[config.mk]
export PLATFORM = sky130hd
export DESIGN_NAME = cpu_control
export DESIGN_NICKNAME = d
export VERILOG_FILES = /design/src/rtl/cpu_pkg.sv /design/src/rtl/cpu_control_program_counter.sv /design/src/rtl/cpu_control.sv
export SDC_FILE = /design/constraint.sdc
export NUM_CORES = 1
export LEC_CHECK = 0
export ABC_AREA = 1
export CAP_MARGIN = 10
export CORE_ASPECT_RATIO = 0.75
export CORE_MARGIN = 10
export CORE_UTILIZATION = 35
export CTS_CLUSTER_DIAMETER = 50
export CTS_CLUSTER_SIZE = 25
export DETAILED_ROUTE_END_ITERATION = 12
export GPL_TIMING_DRIVEN = 0
export PLACE_DENSITY_LB_ADDON = 0.05
export SYNTH_ARGS = -nofsm -noshare
export SYNTH_HDL_FRONTEND = slang
export SYNTH_SLANG_ARGS = --single-unit
[constraint.sdc]
create_clock -name clk -period 1.6 [get_ports clk]
set_input_delay 0.32 -clock clk [delete_from_list [all_inputs] [get_ports clk]]
set_output_delay 0.32 -clock clk [all_outputs]
set_load 0.005 [all_outputs]
[src/rtl/cpu_pkg.sv]
// -----------------------------------------------------------------------------
// cpu_pkg
//   Shared definitions for the Hack-style multicycle control unit:
//   FSM state encoding and instruction field bit positions.
//   Instruction layout (16-bit):
//     A-instr : bit15 = 0, bits 14:0 = immediate
//     C-instr : bit15 = 1, bits 14:13 ignored, [12]=a, [11:6]=zx,nx,zy,ny,f,no,
//               [5:3]=dA,dD,dM, [2:0]=jLT,jEQ,jGT
// -----------------------------------------------------------------------------
package cpu_pkg;

   typedef enum logic [2:0] {
      S_FETCH  = 3'd0,
      S_DECODE = 3'd1,
      S_MEM_RD = 3'd2,
      S_EXEC   = 3'd3,
      S_MEM_WR = 3'd4,
      S_HALT   = 3'd5
   } state_t;

   localparam int C_BIT    = 15;  // 1 = C-instruction
   localparam int A_BIT    = 12;  // ALU y operand select (A / M)
   localparam int COMP_MSB = 11;  // zx
   localparam int COMP_LSB = 6;   // no
   localparam int DEST_A   = 5;
   localparam int DEST_D   = 4;
   localparam int DEST_M   = 3;
   localparam int JMP_LT   = 2;
   localparam int JMP_EQ   = 1;
   localparam int JMP_GT   = 0;

   // Jump condition from the three jump bits and the ALU flags.
   function automatic logic jump_taken(input logic [2:0] jmp,
                                       input logic       zr,
                                       input logic       ng);
      return (jmp[2] & ng) | (jmp[1] & zr) | (jmp[0] & ~ng & ~zr);
   endfunction

endpackage

[src/rtl/cpu_control_program_counter.sv]
// -----------------------------------------------------------------------------
// program_counter
//   Holds the instruction address. Load has priority over increment; the
//   increment wraps modulo 2**PC_W.
//   Ports:
//     clk, rst   clock / synchronous active-high reset (pc -> 0)
//     inc        advance pc by one
//     load       replace pc with load_val
//     load_val   jump target
//     pc         current program counter
// -----------------------------------------------------------------------------
module program_counter #(
   parameter int PC_W = 15
) (
   input  logic            clk,
   input  logic            rst,
   input  logic            inc,
   input  logic            load,
   input  logic [PC_W-1:0] load_val,
   output logic [PC_W-1:0] pc
);

   logic [PC_W-1:0] pc_reg;

   always_ff @(posedge clk) begin
      if (rst) begin
         pc_reg <= '0;
      end else if (load) begin
         pc_reg <= load_val;
      end else if (inc) begin
         pc_reg <= pc_reg + PC_W'(1);
      end
   end

   assign pc = pc_reg;

endmodule

[src/rtl/cpu_control.sv]
// -----------------------------------------------------------------------------
// cpu_control
//   Multicycle control unit for a 16-bit Hack-style CPU. Fetches from the
//   instruction ROM, decodes A/C instructions, drives the ALU control lines,
//   sequences data-memory read/write handshakes and owns the program counter.
//
//   Optional feature: define HALT_DETECT_EN to stop the CPU when a taken jump
//   targets its own address (halted=1, no further requests until rst).
//   Without it, halted is tied 0 and such a loop simply re-fetches forever.
//
//   Ports:
//     clk, rst             clock / synchronous active-high reset
//     imem_addr/req        instruction fetch address (= pc) and request
//     imem_ack/data        fetch completion and instruction word
//     dmem_req/we          data access request (address is datapath A),
//                          we=1 writes the ALU result to M
//     dmem_ack             data access completes this cycle
//     a_value              current A register (jump target / halt compare)
//     imm                  latched instruction (A-instr immediate)
//     a_sel                A source: 0 = imm, 1 = ALU result
//     a_load, d_load       A / D register write strobes
//     m_latch              datapath captures read M data
//     am_sel               ALU y operand: 0 = A, 1 = M
//     zx,nx,zy,ny,f,no     ALU controls
//     alu_zr, alu_ng       ALU flags
//     halted               CPU halted
// -----------------------------------------------------------------------------
module cpu_control
   import cpu_pkg::*;
#(
   parameter int PC_W   = 15,
   parameter int DATA_W = 16
) (
   input  logic              clk,
   input  logic              rst,
   output logic [PC_W-1:0]   imem_addr,
   output logic              imem_req,
   input  logic              imem_ack,
   input  logic [DATA_W-1:0] imem_data,
   output logic              dmem_req,
   output logic              dmem_we,
   input  logic              dmem_ack,
   input  logic [DATA_W-1:0] a_value,
   output logic [DATA_W-1:0] imm,
   output logic              a_sel,
   output logic              a_load,
   output logic              d_load,
   output logic              m_latch,
   output logic              am_sel,
   output logic              zx,
   output logic              nx,
   output logic              zy,
   output logic              ny,
   output logic              f,
   output logic              no,
   input  logic              alu_zr,
   input  logic              alu_ng,
   output logic              halted
);

   state_t            state_reg, state_next;
   logic [DATA_W-1:0] instr_reg;
   logic              take_reg;

   logic [PC_W-1:0]   pc;
   logic              pc_inc, pc_load;
   logic              take_now, take_commit, commit;
   logic [PC_W-1:0]   jump_target;

   // Only the low PC_W bits of A address instruction memory.
   logic              unused_a_bits;
   assign unused_a_bits = ^a_value[DATA_W-1:PC_W];

   assign jump_target = a_value[PC_W-1:0];
   assign take_now    = jump_taken(instr_reg[JMP_LT:JMP_GT], alu_zr, alu_ng);
   // In EXEC the flags are live; in MEM_WR they may have moved on, so the
   // decision captured in EXEC is used instead.
   assign take_commit = (state_reg == S_EXEC) ? take_now : take_reg;

   program_counter #(.PC_W(PC_W)) u_pc (
      .clk      (clk),
      .rst      (rst),
      .inc      (pc_inc),
      .load     (pc_load),
      .load_val (jump_target),
      .pc       (pc)
   );

   always_ff @(posedge clk) begin
      if (rst) begin
         state_reg <= S_FETCH;
         instr_reg <= '0;
         take_reg  <= 1'b0;
      end else begin
         state_reg <= state_next;
         if (state_reg == S_FETCH && imem_ack) begin
            instr_reg <= imem_data;
         end
         if (state_reg == S_EXEC) begin
            take_reg <= take_now;
         end
      end
   end

   always_comb begin
      state_next = state_reg;
      imem_addr  = pc;
      imem_req   = 1'b0;
      dmem_req   = 1'b0;
      dmem_we    = 1'b0;
      imm        = instr_reg;
      a_sel      = 1'b0;
      a_load     = 1'b0;
      d_load     = 1'b0;
      m_latch    = 1'b0;
      am_sel     = 1'b0;
      zx         = 1'b0;
      nx         = 1'b0;
      zy         = 1'b0;
      ny         = 1'b0;
      f          = 1'b0;
      no         = 1'b0;
      halted     = 1'b0;
      pc_inc     = 1'b0;
      pc_load    = 1'b0;
      commit     = 1'b0;

      case (state_reg)
         S_FETCH: begin
            imem_req = 1'b1;
            if (imem_ack) begin
               state_next = S_DECODE;
            end
         end

         S_DECODE: begin
            if (!instr_reg[C_BIT]) begin
               a_sel      = 1'b0;
               a_load     = 1'b1;
               pc_inc     = 1'b1;
               state_next = S_FETCH;
            end else if (instr_reg[A_BIT]) begin
               state_next = S_MEM_RD;
            end else begin
               state_next = S_EXEC;
            end
         end

         S_MEM_RD: begin
            dmem_req = 1'b1;
            if (dmem_ack) begin
               m_latch    = 1'b1;
               state_next = S_EXEC;
            end
         end

         S_EXEC: begin
            am_sel                 = instr_reg[A_BIT];
            {zx, nx, zy, ny, f, no} = instr_reg[COMP_MSB:COMP_LSB];
            if (instr_reg[DEST_M]) begin
               state_next = S_MEM_WR;
            end else begin
               commit = 1'b1;
            end
         end

         S_MEM_WR: begin
            // ALU controls held so the write data stays valid until ack.
            am_sel                 = instr_reg[A_BIT];
            {zx, nx, zy, ny, f, no} = instr_reg[COMP_MSB:COMP_LSB];
            dmem_req = 1'b1;
            dmem_we  = 1'b1;
            if (dmem_ack) begin
               commit = 1'b1;
            end
         end

         S_HALT: begin
`ifdef HALT_DETECT_EN
            halted = 1'b1;
`endif
         end

         default: begin
            state_next = S_FETCH;
         end
      endcase

      // Commit: register loads and PC update all happen together, so the
      // M address and jump target both see the pre-update A.
      if (commit) begin
         a_sel      = 1'b1;
         a_load     = instr_reg[DEST_A];
         d_load     = instr_reg[DEST_D];
         pc_load    = take_commit;
         pc_inc     = ~take_commit;
         state_next = S_FETCH;
`ifdef HALT_DETECT_EN
         if (take_commit && (jump_target == pc)) begin
            state_next = S_HALT;
         end
`endif
      end

      // Reset overrides everything, including a same-cycle ack.
      if (rst) begin
         imem_addr = '0;
         imem_req  = 1'b0;
         dmem_req  = 1'b0;
         dmem_we   = 1'b0;
         imm       = '0;
         a_sel     = 1'b0;
         a_load    = 1'b0;
         d_load    = 1'b0;
         m_latch   = 1'b0;
         am_sel    = 1'b0;
         zx        = 1'b0;
         nx        = 1'b0;
         zy        = 1'b0;
         ny        = 1'b0;
         f         = 1'b0;
         no        = 1'b0;
         halted    = 1'b0;
         pc_inc    = 1'b0;
         pc_load   = 1'b0;
      end
   end

endmodule
==> results.ini, run 1 <==
[status]
status = finished, violations left
failed_checks = negative setup slack

[logic_synthesis]
synthSimpleGateAreaFrac_pct = 38.6
synthFlopType = dfxtp_1
syn-num-nets = 400
synth_top_family_by_area = simple AND/OR/NAND/NOR gates
netlist_instances = 361
ys_types = 28
synth_top_area_cell = dfxtp_1
syn_area_per_cell_sq_um = 6.14
synthAdderAreaFrac_pct = 0.565
synth_xor_area_share_pct = 2.37
yosys_register_bits = 35
synth_top_area_share_pct = 31.6
synth_warnings = 0
synth_top_cells_by_area = dfxtp_1 32%, nand2_1 14%, nor2_1 9.8%, inv_1 9.7%, a21oi_1 5.4%
synth_compound_area_share_pct = 12.6
synthArstFlopShare_pct = 0
synth_edf_count = 0
syn_area_sq_mm = 0.00222
synth_mux_area_share_pct = 0
synth_common_cells = 80 x nand2_1, 58 x nor2_1, 57 x inv_1
yosysMostFrequentCell = nand2_1
yosysSeqAreaShare_pct = 31.6

[setup_path]
worstSetupPathType = reg2out
timing.critical_path.to_type = output pin
reg2reg_to = u_pc.pc[10]
r2r_start = state_reg[1]
r2r_cells = 11
crit_arrival_ns = 1.50
cp_max_fo = 7
cp-start-kind = register
reg2reg_slack_ns = 0.01
worstPathRequired_ns = 1.28

[clock_network]
clock_sinks = 35
numCtsBuffers = 5
clkTransAtPathRegs_ns = 0.08
cts_tree = built
clk_path_buf_depth = 2
cts_root_buf = clkbuf_8
h-tree-depth = 2
cts_hold_buffers = 0
clock_latency_ns = 0.29

[die]
coreArea_sq_mm = 0.00622
die_w_um = 112
fp-row-count = 25
dieArea_sq_mm = 0.00995
top_level_ports = 84
start_util_pct = 35.6
die_y_um = 88.9

[min_path]
hold_class = reg2reg
worstHoldStart = instr_reg[14]
hold_end = instr_reg[14]
hold_depth = 2

[grt]
grt_pass1_wl_um = 13100
overflow = 0
antenna_found_initial = 0
grt_use_total_pct = 16.3
grt_max_degree = 11
grt_pass1_vias = 2509

[power_and_ir_drop]
clkPwrFrac_pct = 18.5
p_leak_nw = 1.62
pwr-share-seq_pct = 34.9
p_comb_share_pct = 46.6
ir_drop_mv = 0.470
p_switching_mw = 1.40
p_sw_share_pct = 40.4
p_int_mw = 2.07
power.density_mw_per_mm2 = 987

[timing]
fin_crit_sh_pct = 114
rsz0062_at_grt = true
clock_skew_ns = 0.00824
fin_crit_ns = 1.82
setup_viol = 13
max_freq_mhz = 550
whs_ns = 0.455
hold_viol = 0
fin_ws_ns = -0.217
slew_violations = 0

[layout]
largest_register_ffs = 16
drive_gt1_share_pct = 21.7
finalNetCount = 507
n_antenna_cell = 0
multiInputGateArea_sq_mm = 0.00136
area_growth_pct = 58.9
final-seq-area_sq_um = 709
design_area_sq_mm = 0.00352
fillCellCount = 641
fin_cells = 550

[detailed_routing]
drc = 0
postRouteAntennaNets = 0
vias_per_cell = 4.72
vias = 2596
routed_wirelength_um = 8210
first_pass_iters = 4
drt_iter0_drc = 133
avgRoutedWirePerCell_um = 14.9

[placement]
place_area_sq_mm = 0.00313
place_inst = 523
gp_congestion = 0.821
port_buffers = 81
dp_hpwl_um = 6000

[job]
drv_cap = 0

-- cell type report --
class	count	area share [%]
Multi-Input combinational cell	252	38.7
Buffer	14	4.16
Inverter	60	6.47
Sequential cell	35	20.1
Tap cell	81	2.88
Timing Repair Buffer	100	25.4
Clock buffer	7	2.17
Clock inverter	1	0.142
-- worst max-delay path by stage --
stage | start | endpoint | slack, ns | depth (start not counted)
6_report | state_reg[1] | nx | -0.22 | 8
5_1_grt | state_reg[1] | nx | -0.28 | 8
4_1_cts | state_reg[0] | ny | -0.27 | 8
3_5_place_dp | rst | imem_addr[10] | -1.22 | 5
3_3_place_gp | rst | imem_addr[10] | -1.26 | 5
2_1_floorplan | state_reg[0] | a_load | 0.02 | 8
-- through the flow --
step / total power, mW / worst slack (ns) / TNS (ns) / utilization (%)
after detailed placement: 2.55 / -1.22 / -59.99 / 50.3
after CTS: 3.41 / -0.269 / -2.44 / 55.4
final: 3.48 / -0.217 / -2.04 / 56.6
after global placement: 2.55 / -1.26 / -60.91 / 50.3
after global routing: 3.71 / -0.277 / -3.47 / 56.6
after floorplan: 1.97 / 0.0247 / 0 / -
-- power by group through the flow --
stage	registers (mW)	clock network, mW	logic, mW
floorplan	1.15	0	0.823
global placement	1.18	0	1.37
detailed placement	1.18	0	1.37
CTS	1.18	0.652	1.58
global route	1.23	0.693	1.79
finish	1.21	0.642	1.62
-- per-layer routing --
layer	share of wire, %	up-vias	track usage, %	routed length (um)
met5	0	-	0	0
li1	-	1340	-	-
met1	48	1176	21.3	3930
met4	0.80	0	3.96	66
met2	43	74	25.3	3550
met3	8.1	6	5.57	669
-- critical path, stage by stage (launching register included) --
cell     delay [ns]
dfxtp_2        0.36
nor2_4         0.14
inv_2          0.06
nor2_4         0.11
buf_6          0.11
nor2_4         0.03
buf_12         0.13
nor3_1         0.12
buf_2          0.14
-- cells in the final DEF, fill, tap and decap left out, drive strengths merged, types with 21 or more instances in the layout --
master	count
buf	39
nand3	24
dfxtp	35
nor2	61
o21ai	25
dlygate4sd2	21
a21oi	25
clkdlybuf4s50	35
nand2	85
inv	60
-- what timing repair did --
item,in CTS,in global routing
gates cloned,2,0
pin swaps,12,5
setup endpoints to repair,68,66
hold endpoints to repair,0,0
resized for setup,149,24
setup buffers,15,3
-- kinds of logic (layout without fill, tap and decap cells) --
group                    after synthesis  after routing
AND/OR/NAND/NOR                      192            193
other                                  1              1
adder cells (fa/ha/maj)                1              1
XOR/XNOR                               6              6
flip-flops                            35             35
buffers and inverters                 75            182
AO/OA/AOI/OAI                         51             51
Power figures use the tool's default switching activity.
==> run 2, diff against run 1 <==
--- a/config.mk
+++ b/config.mk
@@ -10,7 +10,6 @@
 export CORE_ASPECT_RATIO = 0.75
 export CORE_MARGIN = 10
 export CORE_UTILIZATION = 35
-export CTS_CLUSTER_DIAMETER = 50
 export CTS_CLUSTER_SIZE = 25
 export DETAILED_ROUTE_END_ITERATION = 12
 export GPL_TIMING_DRIVEN = 0
==> results of run 2 <==
The final DEF is identical to that of run 1; final timing and power are the same.
==> run 3, diff against run 2 <==
--- a/config.mk
+++ b/config.mk
@@ -7,9 +7,11 @@
 export LEC_CHECK = 0
 export ABC_AREA = 1
 export CAP_MARGIN = 10
+export CELL_PAD_IN_SITES_DETAIL_PLACEMENT = 1
+export CELL_PAD_IN_SITES_GLOBAL_PLACEMENT = 1
 export CORE_ASPECT_RATIO = 0.75
 export CORE_MARGIN = 10
-export CORE_UTILIZATION = 35
+export CORE_UTILIZATION = 27
 export CTS_CLUSTER_SIZE = 25
 export DETAILED_ROUTE_END_ITERATION = 12
 export GPL_TIMING_DRIVEN = 0
==> run 3 against run 2 <==
Net effect: final area increased by 6.7%; count of clock-buffer cells in the layout is 1 higher; worst hold slack got worse by 0.014 ns; clock power is 17% higher; the run still ends with negative setup slack left; utilization decreased by 9.3 points; routed wire length rose by 17%.
==> results.ini, run 3 (synthesis gave the netlist of run 1 again) <==
[status]
status = finished, violations left
failed_checks = negative setup slack

[timing]
hold_viol = 0  ; unchanged
max_freq_mhz = 556  ; +0.96%
setup_viol = 28  ; +15
fin_crit_ns = 1.80  ; -0.0172 ns
slew_violations = 0  ; unchanged
fin_ws_ns = -0.200  ; +0.0172 ns
rsz0062_at_grt = true
fin_crit_sh_pct = 112  ; -1.1 points
clock_skew_ns = 0.00607  ; -0.00217 ns

[setup_path]
crit_arrival_ns = 1.48  ; -0.02 ns
crit_slowest_cell = dfxtp_4
cp-start-kind = register
cp_max_fo = 6  ; -1
critical_path.top_delay_family = flip-flops
timing.critical_path.to_type = output pin
cpPeakStageDelay_ns = 0.39  ; +0.03 ns
path_buf_inv = 3  ; -1
worstPathRequired_ns = 1.28  ; about the same
worstSetupPathType = reg2out
crit_chain = nand2_4, nor2_4, nand2_2, nand2_4, buf_8, buf_8, a21oi_2, buf_2

[layout]
area_growth_pct = 69.6
layout_common_cells = 66 x nand2_1, 53 x inv_1, 43 x nor2_1
fin_cells = 574  ; +4.4%
n_antenna_cell = 0  ; unchanged
mostFrequentLayoutCell = nand2_1
largest_register_ffs = 16  ; unchanged
finalNetCount = 507  ; unchanged
final_util_pct = 47.3  ; -9.3 points
drive_gt1_share_pct = 28.8  ; +7.0 points
design_area_sq_mm = 0.00376  ; +6.7%

[grt]
grt_max_degree = 11  ; unchanged
antenna_found_initial = 0  ; unchanged
grt_use_total_pct = 15.0  ; -1.3 points
overflow = 0  ; unchanged
grt_pass1_wl_um = 14900  ; +14%
grt_pass1_vias = 2776  ; +11%

[detailed_routing]
routed_wirelength_um = 9590  ; +17%
drc = 0  ; unchanged
drt_iter0_drc = 95  ; -29%
avgRoutedWirePerCell_um = 16.7  ; +12%
first_pass_iters = 4  ; unchanged
postRouteAntennaNets = 0  ; unchanged
vias = 2685  ; +3.4%
vias_per_cell = 4.68  ; -0.90%

[placement]
place_inst = 547  ; +4.6%
gp_congestion = 0.854  ; +4.1%
place_area_sq_mm = 0.00316  ; +0.96%
port_buffers = 81  ; unchanged
dp_hpwl_um = 7000  ; +17%
place_ws_ns = -1.32  ; -0.104 ns

[clock_network]
cts_tree = built
clk_path_buf_depth = 2  ; unchanged
numCtsBuffers = 5  ; unchanged
cts_root_buf = clkbuf_8
clock_sinks = 35  ; unchanged
cts_hold_buffers = 0  ; unchanged
clock_latency_ns = 0.30  ; about the same
clkTransAtPathRegs_ns = 0.08  ; about the same
h-tree-depth = 2  ; unchanged

[die]
start_util_pct = 27.9  ; -7.7 points
die_w_um = 125  ; +11%
top_level_ports = 84  ; unchanged
dieArea_sq_mm = 0.0123  ; +23%
die_y_um = 98.5  ; +11%
coreArea_sq_mm = 0.00795  ; +28%
fp-row-count = 28  ; +12%

[power_and_ir_drop]
p_total_mw = 3.65  ; +5.1%
power.density_mw_per_mm2 = 972  ; -1.5%
p_int_mw = 2.17  ; +4.4%
p_leak_nw = 1.67  ; +3.0%
p_comb_share_pct = 45.7  ; -0.9 points
p_sw_share_pct = 40.7  ; +0.39 points
pwr-share-seq_pct = 33.7  ; -1.2 points
ir_drop_mv = 0.513  ; +9.0%
p_switching_mw = 1.49  ; +6.1%
clkPwrFrac_pct = 20.6  ; +2.1 points

[min_path]
hold_class = in2reg

[job]
drv_cap = 0  ; unchanged

## run 3: cell count changes in the layout (fill, tap and decap cells not counted), sizes merged
| cell | before | now |
|---|---|---|
| clkbuf | 14 | 15 |
| clkdlybuf4s15 | 12 | 6 |
| dlygate4sd2 | 21 | 26 |
| buf | 39 | 41 |
| nor2 | 61 | 60 |
| clkinv | 1 | 0 |
## run 3: path summary, 6_finish.rpt
| kind | startpoint | to | slack (ns) | cells past startpoint |
|---|---|---|---|---|
| setup / recovery | state_reg[0] | a_load | -0.20 | 8 |
| setup reg to reg | state_reg[0] | u_pc.pc[11] | -0.14 | 13 |
| hold / removal | rst | take_reg | 0.44 | 4 |
| hold reg to reg | instr_reg[13] | instr_reg[13] | 0.46 | 2 |
## run 3: stage by stage
| stage | TNS, ns | hold WS [ns] |
|---|---|---|
| after floorplan | 0 | 0.430 |
| after global placement | -67.08 | 0.444 |
| after detailed placement | -65.75 | 0.453 |
| after CTS | -3.18 | 0.413 |
| after global routing | -5.49 | 0.450 |
| final | -3.05 | 0.441 |
## run 3: what timing repair did
action                                  in CTS  in global routing
cloned                                       3                  0
endpoints found under the setup margin      70                 46
buffers inserted                            14                  5
pin swaps                                   11                 15
resized for setup                          187                 36
## run 3: metal layers
metal  part of all wire [%]  GRT usage [%]  vias to the layer above
met1                     48           19.7                     1279
met4                   0.62           3.22                        0
li1                       -              -                     1342
met3                    5.2           4.28                        7
met5                      0              0                        -
met2                     46           23.8                       57
## run 3: cell type report
class	count	area, sq um
inverter	60	228
sequential	35	717
buffer	12	110
clock buffer	8	100
timing repair buffer	103	963
fill	1030	4190
tap	105	131
multi-input combinational	251	1510
## run 3: worst reg2reg max path, cell delays in order, from the launching register on
cell and delay [ns]:
dfxtp_4 0.42, nand2_4 0.07, nor2_4 0.10, nand2_2 0.08, nand2_4 0.09, buf_8 0.12
buf_8 0.11, buf_12 0.10, nand3_4 0.16, buf_6 0.20, nand2_4 0.05, nand3_2 0.05
nand2_1 0.06, inv_1 0.03
## run 3: power by group through the flow
stage	Sequential, mW	Combinational [mW]	Clock (mW)
after detailed placement	1.18	1.42	0
after floorplan	1.15	0.823	0
final	1.23	1.67	0.752
after CTS	1.19	1.62	0.762
after global routing	1.25	1.86	0.814
after global placement	1.17	1.41	0
==> RTL change: new RTL, config.mk and constraints of run 1 <==
Build with the macro `HALT_DETECT_EN` defined.
--- a/src/rtl/cpu_control.sv
+++ b/src/rtl/cpu_control.sv
@@ -25,6 +25,8 @@
 //     alu_zr, alu_ng       ALU flags
 //     halted               CPU halted
 // -----------------------------------------------------------------------------
+`define HALT_DETECT_EN
+
 module cpu_control
    import cpu_pkg::*;
 #(
Function: changed (a bounded check fails within 4 cycles, from zero or initial values and one cycle with rst high).
==> RTL change against run 1 <==
The flow still finishes with violations (setup timing); worst setup slack better by 0.023 ns; die area is 4.9% higher; design area is 14% higher; wire length is 15% higher; sequential cell count stayed put; combinational power is 27% higher; area after synthesis is 6.1% higher; total power is 14% higher; critical path type unchanged; largest cell class unchanged; count of clock-buffer cells in the layout is 2 lower; first-iteration DRC count is 9.0% higher; via count is 10% higher.
==> RTL change: results (changes against run 1) <==
path category of the worst min-delay check input port to register; endpoint of the lowest-slack register-to-register path u_pc.pc[14]$_SDFFE_PP0P_; synthesized-area fraction occupied by ao, oa, aoi and oai cells 12.7% (+0.018 points); post-detailed-route via-to-cell ratio 4.88 (+3.4%); violated checks setup timing; largest cells by area after synthesis sky130_fd_sc_hd__dfxtp_1 (30%), sky130_fd_sc_hd__nand2_1 (15%), sky130_fd_sc_hd__nor2_1 (9.7%); GR Util met2 26.9% (+1.6 points); ranking of synthesized cells by instance count sky130_fd_sc_hd__nand2_1 (92), sky130_fd_sc_hd__nor2_1 (61), sky130_fd_sc_hd__inv_1 (50), sky130_fd_sc_hd__dfxtp_1 (35), sky130_fd_sc_hd__nand3_1 (28); Iteration-0 DRC Markers 145 (+9.0%); met3 global-route usage 4.73% (-0.83 points); hold path depth 4 (+2); met1 WL 4290 um (+9.3%); vias in the first global route 2834 (+13%); instance area after placement 3260 sq um (+4.3%); worst reg-to-reg setup slack -0.09 ns (-0.10 ns); crit path DAT 1.47 ns (-0.03 ns); all-layer global routing usage 17.2% (+0.93 points); Hold Crit Endpoint u_pc.pc[14]$_SDFFE_PP0P_; worst setup slack after layout -0.194 ns (+0.0229 ns); postcts setup bufs 20 (+5); met1 usage in global routing 22.9% (+1.6 points); detailed-routed wire length on met2 4310 um (+21%); Total Negative Setup Slacks -2.72 ns (-0.683 ns); Sw Share 42.5% (+2.2 points); number of cells on the worst reg-to-reg path 14 (+3); post-synthesis sequential area ratio 29.8% (-1.8 points); result of the run finished with violations; start point of the critical path state_reg[2]$_SDFFE_PP0P_; largest net degree at the start of global routing 13 (+2); WL met3 726 um (+8.5%); leakage component of the power 1.84 nW (+14%); final setup skew 0.00895 ns (+0.000711 ns); Setup violations, final 27 (+14); final RePlAce weighted congestion 0.859 (+4.6%); count of distinct cell types in the synthesized netlist 26 (-7.1%); hold wc startpoint rst; WL final 9430 um (+15%); sequential fraction of design power 31.0% (-3.9 points)
-- RTL change: kinds of logic (layout without fill, tap and decap cells) --
family,Yosys count,in the layout
compound gates,57,57
simple gates,211,211
buf+inv,68,184
fa+ha+maj,1,1
xor+xnor,17,17
flops,35,35
-- RTL change: cell type report --
| class | instances | area [sq um] | area share (%) |
|---|---|---|---|
| Tap cell | 81 | 101 | 2.53 |
| Clock buffer | 5 | 68.8 | 1.72 |
| Inverter | 52 | 210 | 5.25 |
| Multi-Input combinational cell | 286 | 1700 | 42.3 |
| Sequential cell | 35 | 744 | 18.6 |
| Clock inverter | 3 | 20.0 | 0.500 |
| Buffer | 16 | 165 | 4.12 |
| Timing Repair Buffer | 108 | 1000 | 25.0 |
-- RTL change: through the flow --
stage                     worst slack (ns)  hold WS [ns]  instances
after floorplan                     0.0449         0.431        389
after global placement              -0.850         0.442        551
after detailed placement            -0.850         0.450        551
after CTS                           -0.211         0.417        583
after global routing                -0.251         0.434        586
final                               -0.194         0.422        586
